===== src/rtl/sprite_pkg.sv =====
// Shared types and constants for the sprite line scheduler.
// Attribute word layout, sprite size, scheduler state encoding.
package sprite_pkg;

    localparam int SPRITE_W = 16;
    localparam int SPRITE_H = 16;

    localparam int ATTR_X_LSB     = 0;
    localparam int ATTR_Y_LSB     = 10;
    localparam int ATTR_FRAME_LSB = 20;
    localparam int ATTR_FLIP_BIT  = 28;
    localparam int ATTR_VIS_BIT   = 29;
    localparam int ATTR_W         = 30;

    typedef struct packed {
        logic       visible;
        logic       flip;
        logic [7:0] frame_id;
        logic [9:0] y;
        logic [9:0] x;
    } sprite_attr_t;

    typedef enum logic [2:0] {
        S_IDLE,
        S_CHECK,
        S_ISSUE,
        S_WAIT,
        S_FINISH
    } sched_state_e;

    function automatic sprite_attr_t attr_unpack(
        input logic [ATTR_W-1:0] w
    );
        sprite_attr_t a;
        a.x        = w[ATTR_X_LSB +: 10];
        a.y        = w[ATTR_Y_LSB +: 10];
        a.frame_id = w[ATTR_FRAME_LSB +: 8];
        a.flip     = w[ATTR_FLIP_BIT];
        a.visible  = w[ATTR_VIS_BIT];
        return a;
    endfunction

endpackage


===== src/rtl/sprite_line_scheduler_if.sv =====
// Draw-command bus between the scheduler and sprite_drawer.
// master: scheduler (drives drw_*), slave: drawer (drives drw_done).
interface sprite_line_scheduler_if;

    logic       drw_start;
    logic [9:0] drw_col_base;
    logic       drw_flip;
    logic [7:0] drw_frame_id;
    logic [3:0] drw_row_off;
    logic       drw_done;

    modport master (
        output drw_start,
        output drw_col_base,
        output drw_flip,
        output drw_frame_id,
        output drw_row_off,
        input  drw_done
    );

    modport slave (
        input  drw_start,
        input  drw_col_base,
        input  drw_flip,
        input  drw_frame_id,
        input  drw_row_off,
        output drw_done
    );

endinterface


===== src/rtl/sprite_attr_table.sv =====
// Sprite attribute storage: CPU write port, combinational read by index.
// Ports: clk, reset, wr_en/wr_addr/wr_data (CPU), vsync, rd_idx -> rd_attr.
// SPRITE_SHADOW_EN: writes land in a shadow table copied to active on vsync.
module sprite_attr_table
    import sprite_pkg::*;
#(
    parameter int NUM_SPRITES = 32,
    parameter int AW          = $clog2(NUM_SPRITES)
) (
    input  logic          clk,
    input  logic          reset,
    input  logic          wr_en,
    input  logic [AW-1:0] wr_addr,
    input  logic [31:0]   wr_data,
    input  logic          vsync,
    input  logic [AW-1:0] rd_idx,
    output sprite_attr_t  rd_attr
);

    sprite_attr_t active_q [NUM_SPRITES];

    logic unused_hi;
    assign unused_hi = ^wr_data[31:ATTR_W];

`ifdef SPRITE_SHADOW_EN
    sprite_attr_t shadow_q [NUM_SPRITES];

    // Copy and write share an edge, so the copy sees pre-write shadow.
    always_ff @(posedge clk) begin
        if (reset) begin
            for (int i = 0; i < NUM_SPRITES; i++) begin
                active_q[i] <= '0;
                shadow_q[i] <= '0;
            end
        end else begin
            if (vsync) active_q <= shadow_q;
            if (wr_en) shadow_q[wr_addr] <= attr_unpack(wr_data[ATTR_W-1:0]);
        end
    end
`else
    logic unused_vsync;
    assign unused_vsync = vsync;

    always_ff @(posedge clk) begin
        if (reset) begin
            for (int i = 0; i < NUM_SPRITES; i++) active_q[i] <= '0;
        end else if (wr_en) begin
            active_q[wr_addr] <= attr_unpack(wr_data[ATTR_W-1:0]);
        end
    end
`endif

    assign rd_attr = active_q[rd_idx];

endmodule


===== src/rtl/sprite_line_scheduler.sv =====
// Per-scanline sprite scheduler: scans the attribute table in index order
// and issues one draw command per intersecting sprite, waiting on drw_done.
// Ports: clk/reset, attr_* (CPU write), vsync, line_start/line_y,
//   drw (draw bus, master), line_busy/line_done, overflow_flag/late_flag.
// Optional SPRITE_SHADOW_EN macro enables double-buffered attributes.
module sprite_line_scheduler
    import sprite_pkg::*;
#(
    parameter int NUM_SPRITES  = 32,
    parameter int MAX_PER_LINE = 16,
    parameter int AW           = $clog2(NUM_SPRITES)
) (
    input  logic                     clk,
    input  logic                     reset,
    input  logic                     attr_write,
    input  logic [AW-1:0]            attr_addr,
    input  logic [31:0]              attr_writedata,
    input  logic                     vsync,
    input  logic                     line_start,
    input  logic [9:0]               line_y,
    sprite_line_scheduler_if.master  drw,
    output logic                     line_busy,
    output logic                     line_done,
    output logic                     overflow_flag,
    output logic                     late_flag
);

    localparam int HW = $clog2(MAX_PER_LINE + 1);
    localparam logic [AW-1:0] LAST_IDX = AW'(NUM_SPRITES - 1);
    localparam logic [HW-1:0] HIT_MAX  = HW'(MAX_PER_LINE);

    sched_state_e  state_q;
    logic [AW-1:0] idx_q;
    logic [HW-1:0] hits_q;
    logic [9:0]    line_y_q;
    logic          wait_first_q;
    logic          restart_q;

    sprite_attr_t  ent;
    logic [10:0]   diff;
    logic          hit;

    sprite_attr_table #(
        .NUM_SPRITES (NUM_SPRITES),
        .AW          (AW)
    ) u_table (
        .clk     (clk),
        .reset   (reset),
        .wr_en   (attr_write),
        .wr_addr (attr_addr),
        .wr_data (attr_writedata),
        .vsync   (vsync),
        .rd_idx  (idx_q),
        .rd_attr (ent)
    );

    assign diff = {1'b0, line_y_q} - {1'b0, ent.y};
    assign hit  = ent.visible && (line_y_q >= ent.y)
               && (diff < 11'(SPRITE_H));

    always_ff @(posedge clk) begin
        if (reset) begin
            state_q           <= S_IDLE;
            idx_q             <= '0;
            hits_q            <= '0;
            line_y_q          <= '0;
            wait_first_q      <= 1'b0;
            restart_q         <= 1'b0;
            drw.drw_start     <= 1'b0;
            drw.drw_col_base  <= '0;
            drw.drw_flip      <= 1'b0;
            drw.drw_frame_id  <= '0;
            drw.drw_row_off   <= '0;
            line_busy         <= 1'b0;
            line_done         <= 1'b0;
            overflow_flag     <= 1'b0;
            late_flag         <= 1'b0;
        end else begin
            drw.drw_start <= 1'b0;
            line_done     <= 1'b0;
            if (vsync) begin
                overflow_flag <= 1'b0;
                late_flag     <= 1'b0;
            end
            if (line_start && state_q != S_IDLE) begin
                // Restart; a command already on the bus must still complete
                // before the new line may issue, so park in WAIT.
                late_flag <= 1'b1;
                line_y_q  <= line_y;
                idx_q     <= '0;
                hits_q    <= '0;
                line_busy <= 1'b1;
                if (state_q == S_ISSUE) begin
                    state_q      <= S_WAIT;
                    wait_first_q <= 1'b1;
                    restart_q    <= 1'b1;
                end else if (state_q == S_WAIT) begin
                    restart_q    <= 1'b1;
                end else begin
                    state_q      <= S_CHECK;
                end
            end else begin
                unique case (state_q)
                    S_IDLE: begin
                        if (line_start) begin
                            line_y_q  <= line_y;
                            idx_q     <= '0;
                            hits_q    <= '0;
                            line_busy <= 1'b1;
                            state_q   <= S_CHECK;
                        end
                    end
                    S_CHECK: begin
                        if (hit && hits_q != HIT_MAX) begin
                            drw.drw_start    <= 1'b1;
                            drw.drw_col_base <= ent.x;
                            drw.drw_flip     <= ent.flip;
                            drw.drw_frame_id <= ent.frame_id;
                            drw.drw_row_off  <= diff[3:0];
                            state_q          <= S_ISSUE;
                        end else if (hit) begin
                            overflow_flag <= 1'b1;
                            line_done     <= 1'b1;
                            state_q       <= S_FINISH;
                        end else if (idx_q == LAST_IDX) begin
                            line_done <= 1'b1;
                            state_q   <= S_FINISH;
                        end else begin
                            idx_q <= idx_q + 1'b1;
                        end
                    end
                    S_ISSUE: begin
                        hits_q       <= hits_q + 1'b1;
                        wait_first_q <= 1'b1;
                        state_q      <= S_WAIT;
                    end
                    S_WAIT: begin
                        // drw_done may still show the idle level in the
                        // first cycle, before the drawer reacts.
                        if (wait_first_q) begin
                            wait_first_q <= 1'b0;
                        end else if (drw.drw_done) begin
                            if (restart_q) begin
                                restart_q <= 1'b0;
                                state_q   <= S_CHECK;
                            end else if (idx_q == LAST_IDX) begin
                                line_done <= 1'b1;
                                state_q   <= S_FINISH;
                            end else begin
                                idx_q   <= idx_q + 1'b1;
                                state_q <= S_CHECK;
                            end
                        end
                    end
                    S_FINISH: begin
                        line_busy <= 1'b0;
                        state_q   <= S_IDLE;
                    end
                    default: state_q <= S_IDLE;
                endcase
            end
        end
    end

endmodule


===== src/flat_wrapper.sv =====
// flat-port wrapper written by rule: the top's interface ports become plain ports
module sprite_line_scheduler_flat import sprite_pkg::*;
#(
    parameter int NUM_SPRITES  = 32,
    parameter int MAX_PER_LINE = 16,
    parameter int AW           = $clog2(NUM_SPRITES)
)
  (clk, reset, attr_write, attr_addr, attr_writedata, vsync, line_start, line_y, line_busy, line_done, overflow_flag, late_flag, drw_drw_start, drw_drw_col_base, drw_drw_flip, drw_drw_frame_id, drw_drw_row_off, drw_drw_done);
  sprite_line_scheduler_if drw_i ();
  input  logic clk;
  input  logic reset;
  input  logic attr_write;
  input  logic [AW-1:0] attr_addr;
  input  logic [31:0] attr_writedata;
  input  logic vsync;
  input  logic line_start;
  input  logic [9:0] line_y;
  output logic line_busy;
  output logic line_done;
  output logic overflow_flag;
  output logic late_flag;
  output wire logic [$bits(drw_i.drw_start)-1:0] drw_drw_start;
  output wire logic [$bits(drw_i.drw_col_base)-1:0] drw_drw_col_base;
  output wire logic [$bits(drw_i.drw_flip)-1:0] drw_drw_flip;
  output wire logic [$bits(drw_i.drw_frame_id)-1:0] drw_drw_frame_id;
  output wire logic [$bits(drw_i.drw_row_off)-1:0] drw_drw_row_off;
  input wire logic [$bits(drw_i.drw_done)-1:0] drw_drw_done;
  assign drw_drw_start = drw_i.drw_start;
  assign drw_drw_col_base = drw_i.drw_col_base;
  assign drw_drw_flip = drw_i.drw_flip;
  assign drw_drw_frame_id = drw_i.drw_frame_id;
  assign drw_drw_row_off = drw_i.drw_row_off;
  assign drw_i.drw_done = drw_drw_done;
  sprite_line_scheduler #(.NUM_SPRITES(NUM_SPRITES), .MAX_PER_LINE(MAX_PER_LINE), .AW(AW)) u_core (.clk(clk), .reset(reset), .attr_write(attr_write), .attr_addr(attr_addr), .attr_writedata(attr_writedata), .vsync(vsync), .line_start(line_start), .line_y(line_y), .drw(drw_i), .line_busy(line_busy), .line_done(line_done), .overflow_flag(overflow_flag), .late_flag(late_flag));
endmodule

===== config.mk =====
export PLATFORM = sky130hd
export DESIGN_NAME = sprite_line_scheduler_flat
export DESIGN_NICKNAME = d
export VERILOG_FILES = /design/src/rtl/sprite_pkg.sv /design/src/rtl/sprite_line_scheduler_if.sv /design/src/rtl/sprite_attr_table.sv /design/src/rtl/sprite_line_scheduler.sv /design/src/flat_wrapper.sv
export SDC_FILE = /design/constraint.sdc
export NUM_CORES = 1
export LEC_CHECK = 0
export CAP_MARGIN = 0
export CORE_MARGIN = 4
export CORE_UTILIZATION = 55
export DETAILED_ROUTE_END_ITERATION = 10
export PLACE_DENSITY = 0.84
export SLEW_MARGIN = 0
export SYNTH_ARGS = -nofsm -noshare
export SYNTH_HDL_FRONTEND = slang
export SYNTH_SLANG_ARGS = --single-unit

===== constraint.sdc =====
create_clock -name clk -period 4.7 [get_ports clk]
set_clock_uncertainty 0.1 [all_clocks]
set_input_delay 1.175 -clock clk [delete_from_list [all_inputs] [get_ports clk]]
set_output_delay 1.175 -clock clk [all_outputs]
set_load 0.1 [all_outputs]

==> results of run 1 <==
## timing repair
action                                  CTS  global route
endpoints found under the setup margin    2            35
pin swaps                                 0             1
resized for setup                         1             6
hold endpoints to repair                  0             0
## registers in the layout (all words and copies together), names as in the netlist, named ones only
signal / count
u_core.hits_q: 5
u_core.line_y_q: 10
u_core.u_table.active_q: 960
u_core.drw.drw_start: 1
u_core.idx_q: 5
u_core.drw.drw_col_base: 10
u_core.state_q: 3
u_core.drw.drw_frame_id: 8
u_core.restart_q: 1
u_core.line_busy: 1
u_core.wait_first_q: 1
u_core.late_flag: 1
u_core.drw.drw_row_off: 4
u_core.line_done: 1
u_core.drw.drw_flip: 1
u_core.overflow_flag: 1
## per-stage QoR
step / instance area, µm² / power (µW) / TNS (ns)
after floorplan: 46200 / 11600 / -51.26
after global placement: 49000 / 12100 / 0
after detailed placement: 49000 / 12200 / 0
after CTS: 52100 / 19700 / 0
after global routing: 52200 / 20200 / 0
final: 52200 / 19700 / 0
## cells by family (layout without fill, tap and decap cells)
kind of cell    count (synthesis)  after routing  share of synthesized area
simple gates                 1096           1096                      0.144
compound gates                130            130                     0.0209
flops                        1018           1018                      0.649
buf+inv                       295            405                     0.0251
other cells                     0              5                          0
fa+ha+maj                      14             14                    0.00396
xor+xnor                        5              5                   0.000948
mux                           343            343                      0.156
## worst max-delay path, stage by stage (launching register included)
cell and delay (ns):
dfxtp_4 0.42, buf_12 0.20, buf_4 0.20, mux4_2 0.53
mux4_2 0.52, mux2i_1 0.32, ha_1 0.33, buf_4 0.16
a221oi_1 0.31, a31oi_1 0.11, or3_1 0.37, o41a_4 0.54
and4_4 0.21, nor3_2 0.17
## final timing paths
check                                                    from                            end  slack (ns)
worst min-delay path            u_core.late_flag$_SDFFE_PP0P_  u_core.late_flag$_SDFFE_PP0P_        0.38
worst max register to register                      flip-flop                      flip-flop        0.12
worst min register to register  u_core.late_flag$_SDFFE_PP0P_  u_core.late_flag$_SDFFE_PP0P_        0.38
worst max-delay path                                flip-flop                      flip-flop        0.12
## Yosys cell counts (3+ instances only)
library cell    n
a211oi_1        4
a211oi_2       20
a21oi_1        24
a21oi_2        16
a31oi_1         3
and2_1        960
buf_1          27
buf_2          11
buf_6           3
clkbuf_1      244
dfxtp_1        58
edfxtp_1      960
ha_1           13
inv_1           9
mux2i_1        41
mux4_2        300
nand2_1        18
nand2b_1        5
nand3_1         5
nand3b_1        5
nand4_1         4
nor2_1         72
nor2b_1         7
nor3_1          5
o21ai_0        41
o31ai_1         3
or3_1           3
xor2_1          3
## where the power goes
| group | switching, µW | leakage [µW] | internal, µW | total [µW] |
|---|---|---|---|---|
| Sequential | 159 | 0.00961 | 10400 | 10500 |
| Clock | 3320 | 0.00151 | 4340 | 7660 |
| Combinational | 873 | 0.00631 | 628 | 1500 |
## layer usage
metal  vias up  GRT usage  wire [µm]
met1     13600      0.354      41100
met4         4      0.103       3980
met5         -          0         27
met3       292     0.0614      14800
met2      1933      0.443      59100
li1      10800          -          -
## area by class of cell
| type | instances | area (µm²) |
|---|---|---|
| Clock inverter | 49 | 427 |
| Timing Repair Buffer | 218 | 2180 |
| Inverter | 9 | 33.8 |
| Multi-Input combinational cell | 1588 | 15500 |
| Tap cell | 1080 | 1350 |
| Clock buffer | 129 | 2650 |
| Sequential cell | 1018 | 30000 |
| Antenna cell | 5 | 12.5 |
| Fill cell | 5330 | 31200 |
==> results by group, run 1 <==
Place
  • Cell count after placement: 3,913
  • IO Port Bufs: 78
  • Detail Placement HPWL: 74,500 µm
  • Placer Congestion: 0.830
  • Pre-CTS setup slack: 0.0127 ns

Final layout
  • Most frequent cells in the layout: and2_1 (960), edfxtp_1 (960), mux4_2 (300)
  • Final Core Density: 0.625
  • Share of post-route cells with drive strength above 1: 0.232
  • Area growth from synthesis to layout: 13.0%
  • Fin cells: a little over 4,000
  • Fin nets: 3,000

Clocking
  • TritonCTS sink count: 1,018
  • Clock latency on the worst-skew pair: 0.66 ns
  • Num CTS Buffers: just under 100
  • Cts hold-fix bufs: 0
  • Clock transition at the registers of the reported paths: 0.06 ns
  • Clock root buffer: clkbuf_16
  • CTS tree: built
  • CTS H-Tree Depth: 3
  • Total setup buffers inserted after CTS: 0
  • Clock Path Buffers: 3

Synthesis
  • Largest area contributor in the netlist: edfxtp_1
  • Primary FF master, synth: edfxtp_1
  • Part of the Yosys area used for sequential elements: 0.649
  • Synth Register Bits: 1,018
  • Top cells by area, synth: edfxtp_1 (62%), mux4_2 (15%), and2_1 (13%)
  • Synthesis warning total: 0
  • Syn Nets: 2,968
  • Synth top area share: 0.624
  • Post-Synthesis Cells: approximately 2,900
  • Ys async rst share: 0
  • Post-synth EDFFs: 960
  • Cell area after synthesis: 46,200 µm²
  • Avg Inst Size Synth: 15.9 µm²
  • Yosys cell types: 57

Routing
  • Routed Antenna Nets: 0
  • DRC viols: 0
  • DR vias/cell: 6.50
  • Routed via count: 26,600
  • First-pass iteration count of the detailed router: 6
  • Detailed Route Iter0 Violations: 3,943
  • Wirelength per Cell: approximately 29 µm
  • Total Wirelength: between 100,000 and 150,000 µm

Floorplanning
  • Die area: approximately 90,000 µm²
  • Chip Width: 298 µm
  • Die Y: about 300 µm
  • Num ports: 81
  • Core Area: 83,400 µm²
  • FP Rows: 106
  • Starting density of the core: 0.554

Timing
  • Period utilisation layout: 0.974
  • Max frequency: 218 MHz
  • Tmin final: 4.58 ns
  • RSZ-0062 raised after global routing: no
  • Post-route setup slack: 0.121 ns
  • Final count of negative-setup-slack endpoints: 0
  • Hold Slack: 0.381 ns
  • Max Slew Vio Count: 0
  • Least-Margin Pin Slew: approximately 1.4 ns
  • Hold Fails Final Rpt: 0
  • Relative slew slack: 0.0689

Global route
  • Tot GR Track Use: 0.269
  • Largest net degree at the start of global routing: between 50 and 60
  • Total congestion overflow: 0
  • Global-route wire length before repair: 178,000 µm
  • Initial antenna violation count: 8
  • Number of global-route vias before repair: 27,600

Job
  • MaxCap Viol Count: 0

Power and ir drop
  • VDD IR-drop max: 262 µV
  • Leak: 0.0174 µW
  • Pwr dens: roughly 380 nW/µm²

Worst setup path
  • R2R cell count: 13
  • Crit end category: flip-flop
  • Kind of critical path: flip-flop to flip-flop
  • Critical Path Fanout Max: 14
  • CP Launch Type: flip-flop
  • Critical path required time: 5.17 ns
  • CP Data Arrival Time: 5.05 ns

Hold path
  • Worst Hold Class: flip-flop to flip-flop
  • Hold path cells: 2

Status
  • Status: completed
Power figures use the tool's default switching activity.
==> run 2, diff against run 1 <==
--- a/config.mk
+++ b/config.mk
@@ -9,6 +9,7 @@
 export CORE_MARGIN = 4
 export CORE_UTILIZATION = 55
 export DETAILED_ROUTE_END_ITERATION = 10
+export MAX_ROUTING_LAYER = met4
 export PLACE_DENSITY = 0.84
 export SLEW_MARGIN = 0
 export SYNTH_ARGS = -nofsm -noshare
==> results by group, run 2 (synthesis gave the netlist of run 1 again) <==
Clocking
  • Clock root buffer: clkbuf_16 (unchanged)
  • CTS tree: built (unchanged)
  • Clock transition at the registers of the reported paths: 0.06 ns (about the same)
  • Total setup buffers inserted after CTS: 0 (unchanged)
  • PostCTS Resize Cnt: 1 (unchanged)
  • Cts hold-fix bufs: 0 (unchanged)
  • TritonCTS sink count: 1,018 (unchanged)
  • Clock Path Buffers: 3 (unchanged)
  • Clock latency on the worst-skew pair: 0.66 ns (about the same)
  • CTS H-Tree Depth: 3 (unchanged)
  • Num CTS Buffers: 96 (was 98)

Worst setup path
  • CP Data Arrival Time: 4.98 ns (was 5.05 ns)
  • Critical path required time: 5.15 ns (was 5.17 ns)
  • Crit end category: flip-flop (unchanged)
  • Critical Path Fanout Max: 14 (unchanged)
  • Kind of critical path: flip-flop to flip-flop (unchanged)
  • CP Launch Type: flip-flop (unchanged)

Power and ir drop
  • Tot Pwr: 19,800 µW (was 19,700 µW)
  • Clock power share: 0.393 (was 0.389)
  • VDD IR-drop max: 293 µV (was 262 µV)
  • Net Switching: 4350 µW (about the same)
  • Net Sw Frac: 0.219 (was 0.221)
  • Pint: 15,500 µW (was 15,300 µW)
  • Logic gate share of total power: 0.076 (about the same)
  • Pwr dens: 380 nW/µm² (was 377 nW/µm²)
  • Seq pwr share: 0.531 (was 0.535)
  • Leak: 0.0174 µW (about the same)

Final layout
  • Fill count: 5,366 (was 5,330)
  • Fin cells: 4,099 (was 4,096)
  • Largest regs: u_core.u_table.active_q: 960 flops, u_core.drw.drw_col_base: 10 flops, u_core.line_y_q: 10 flops (unchanged)
  • Most frequent cells in the layout: and2_1 (960), edfxtp_1 (960), mux4_2 (300) (unchanged)
  • Area growth from synthesis to layout: 13.0% (about the same)
  • Share of post-route cells with drive strength above 1: 0.232 (about the same)
  • Multi-input logic area: 15,500 µm² (about the same)
  • Largest register FFs: 960 (unchanged)
  • Fin area: 52,200 µm² (about the same)
  • Register Area: 30,000 µm² (unchanged)
  • Reg with most FFs: u_core.u_table.active_q (unchanged)
  • Fin nets: 3,000 (unchanged)

Hold path
  • Worst Hold Class: flip-flop to flip-flop (unchanged)

Global route
  • Largest net degree at the start of global routing: 58 (unchanged)
  • Number of global-route vias before repair: 27,400 (was 27,600)
  • Global-route wire length before repair: 178,000 µm (about the same)
  • Total congestion overflow: 0 (unchanged)
  • Initial antenna violation count: 8 (unchanged)
  • Tot GR Track Use: 0.278 (was 0.269)

Routing
  • First-pass iteration count of the detailed router: 5 (was 6)
  • Total Wirelength: 119,000 µm (about the same)
  • Routed Antenna Nets: 0 (unchanged)
  • Wirelength per Cell: 29.1 µm (was 29.0 µm)
  • DR vias/cell: 6.47 (was 6.50)
  • Detailed Route Iter0 Violations: 3,792 (was 3,943)
  • Routed via count: 26,500 (was 26,600)
  • DRC viols: 0 (unchanged)

Floorplanning
  • Num ports: 81 (unchanged)
  • Die area: 88,700 µm² (unchanged)
  • Starting density of the core: 0.554 (unchanged)
  • FP Rows: 106 (unchanged)
  • Chip Width: 298 µm (unchanged)
  • Die Y: 298 µm (unchanged)
  • Core Area: 83,400 µm² (unchanged)

Place
  • IO Port Bufs: 78 (unchanged)
  • Placer Congestion: 0.857 (was 0.830)
  • Cell count after placement: 3,915 (was 3,913)
  • Pre-CTS setup slack: 0.0697 ns (was 0.0127 ns)
  • Detail Placement HPWL: 73,400 µm (was 74,500 µm)
  • DP Area: 49,000 µm² (about the same)

Timing
  • Hold Fails Final Rpt: 0 (unchanged)
  • Max frequency: 221 MHz (was 218 MHz)
  • Relative slew slack: 0.107 (was 0.0689)
  • Post-route setup slack: 0.168 ns (was 0.121 ns)
  • RSZ-0062 raised after global routing: no (unchanged)
  • Period utilisation layout: 0.964 (was 0.974)
  • Final count of negative-setup-slack endpoints: 0 (unchanged)
  • Hold Slack: 0.385 ns (was 0.381 ns)
  • Least-Margin Pin Slew: 1.34 ns (was 1.40 ns)
  • Max Slew Vio Count: 0 (unchanged)
  • Tmin final: 4.53 ns (was 4.58 ns)

Job
  • MaxCap Viol Count: 0 (unchanged)

Status
  • Status: completed (unchanged)
run 2: cell count changes in the layout (fill, tap and decap cells not counted), moves of 2 or more:
cell and change:
buf_12 -3, clkbuf_8 -2, clkbuf_16 +2, clkinv_2 -3, diode_2 +3, clkbuf_1 +3
bufinv_16 +2, clkinv_1 -3, buf_4 +4
run 2: final timing paths:
path / from / end / slack (ns) / cells after the start
min reg2reg: u_core.wait_first_q$_SDFFE_PP0P_ / u_core.wait_first_q$_SDFFE_PP0P_ / 0.39 / 2
min: u_core.wait_first_q$_SDFFE_PP0P_ / u_core.wait_first_q$_SDFFE_PP0P_ / 0.39 / 2
max: flip-flop / flip-flop / 0.17 / 12
max reg2reg: flip-flop / flip-flop / 0.17 / 12
run 2: area by class of cell:
| type | instances | area share |
|---|---|---|
| sequential | 1018 | 0.575 |
| tap | 1080 | 0.0259 |
| antenna | 8 | 0.000383 |
| clock buffer | 132 | 0.0514 |
| inverter | 9 | 0.000647 |
| multi-input combinational | 1588 | 0.297 |
| clock inverter | 44 | 0.00858 |
| timing repair buffer | 220 | 0.0415 |
run 2: metrics by stage:
step	TNS (ns)	util
floorplan	-51.26	-
global placement	0	0.588
detailed placement	0	0.588
CTS	0	0.625
global route	0	0.626
finish	0	0.626
run 2: worst max-delay path: stages (launching register included):
cell	delay, ns
dfxtp_4	0.37
buf_12	0.17
buf_12	0.18
mux4_2	0.60
mux4_2	0.51
mux2i_1	0.30
ha_1	0.34
a221oi_1	0.29
o211ai_1	0.19
or3_1	0.42
o41a_4	0.54
and4_4	0.21
nor3_2	0.19
run 2: power groups by stage:
stage | logic [µW] | clock network, µW | registers [µW]
2_1_floorplan | 888 | 0 | 10700
3_3_place_gp | 1440 | 0 | 10600
3_5_place_dp | 1470 | 0 | 10700
4_1_cts | 1490 | 7810 | 10500
5_1_grt | 1580 | 8240 | 10500
6_report | 1510 | 7790 | 10500
run 2: routing by layer:
layer  share of wire  global-route usage  vias to the layer above  wire length, µm
li1                -                   -                    10800                -
met1            0.35               0.351                    13500            41400
met2            0.50               0.445                     1891            59000
met3            0.12              0.0704                      304            14700
met4           0.035              0.0936                        0             4130
met5               0                   -                        -                0
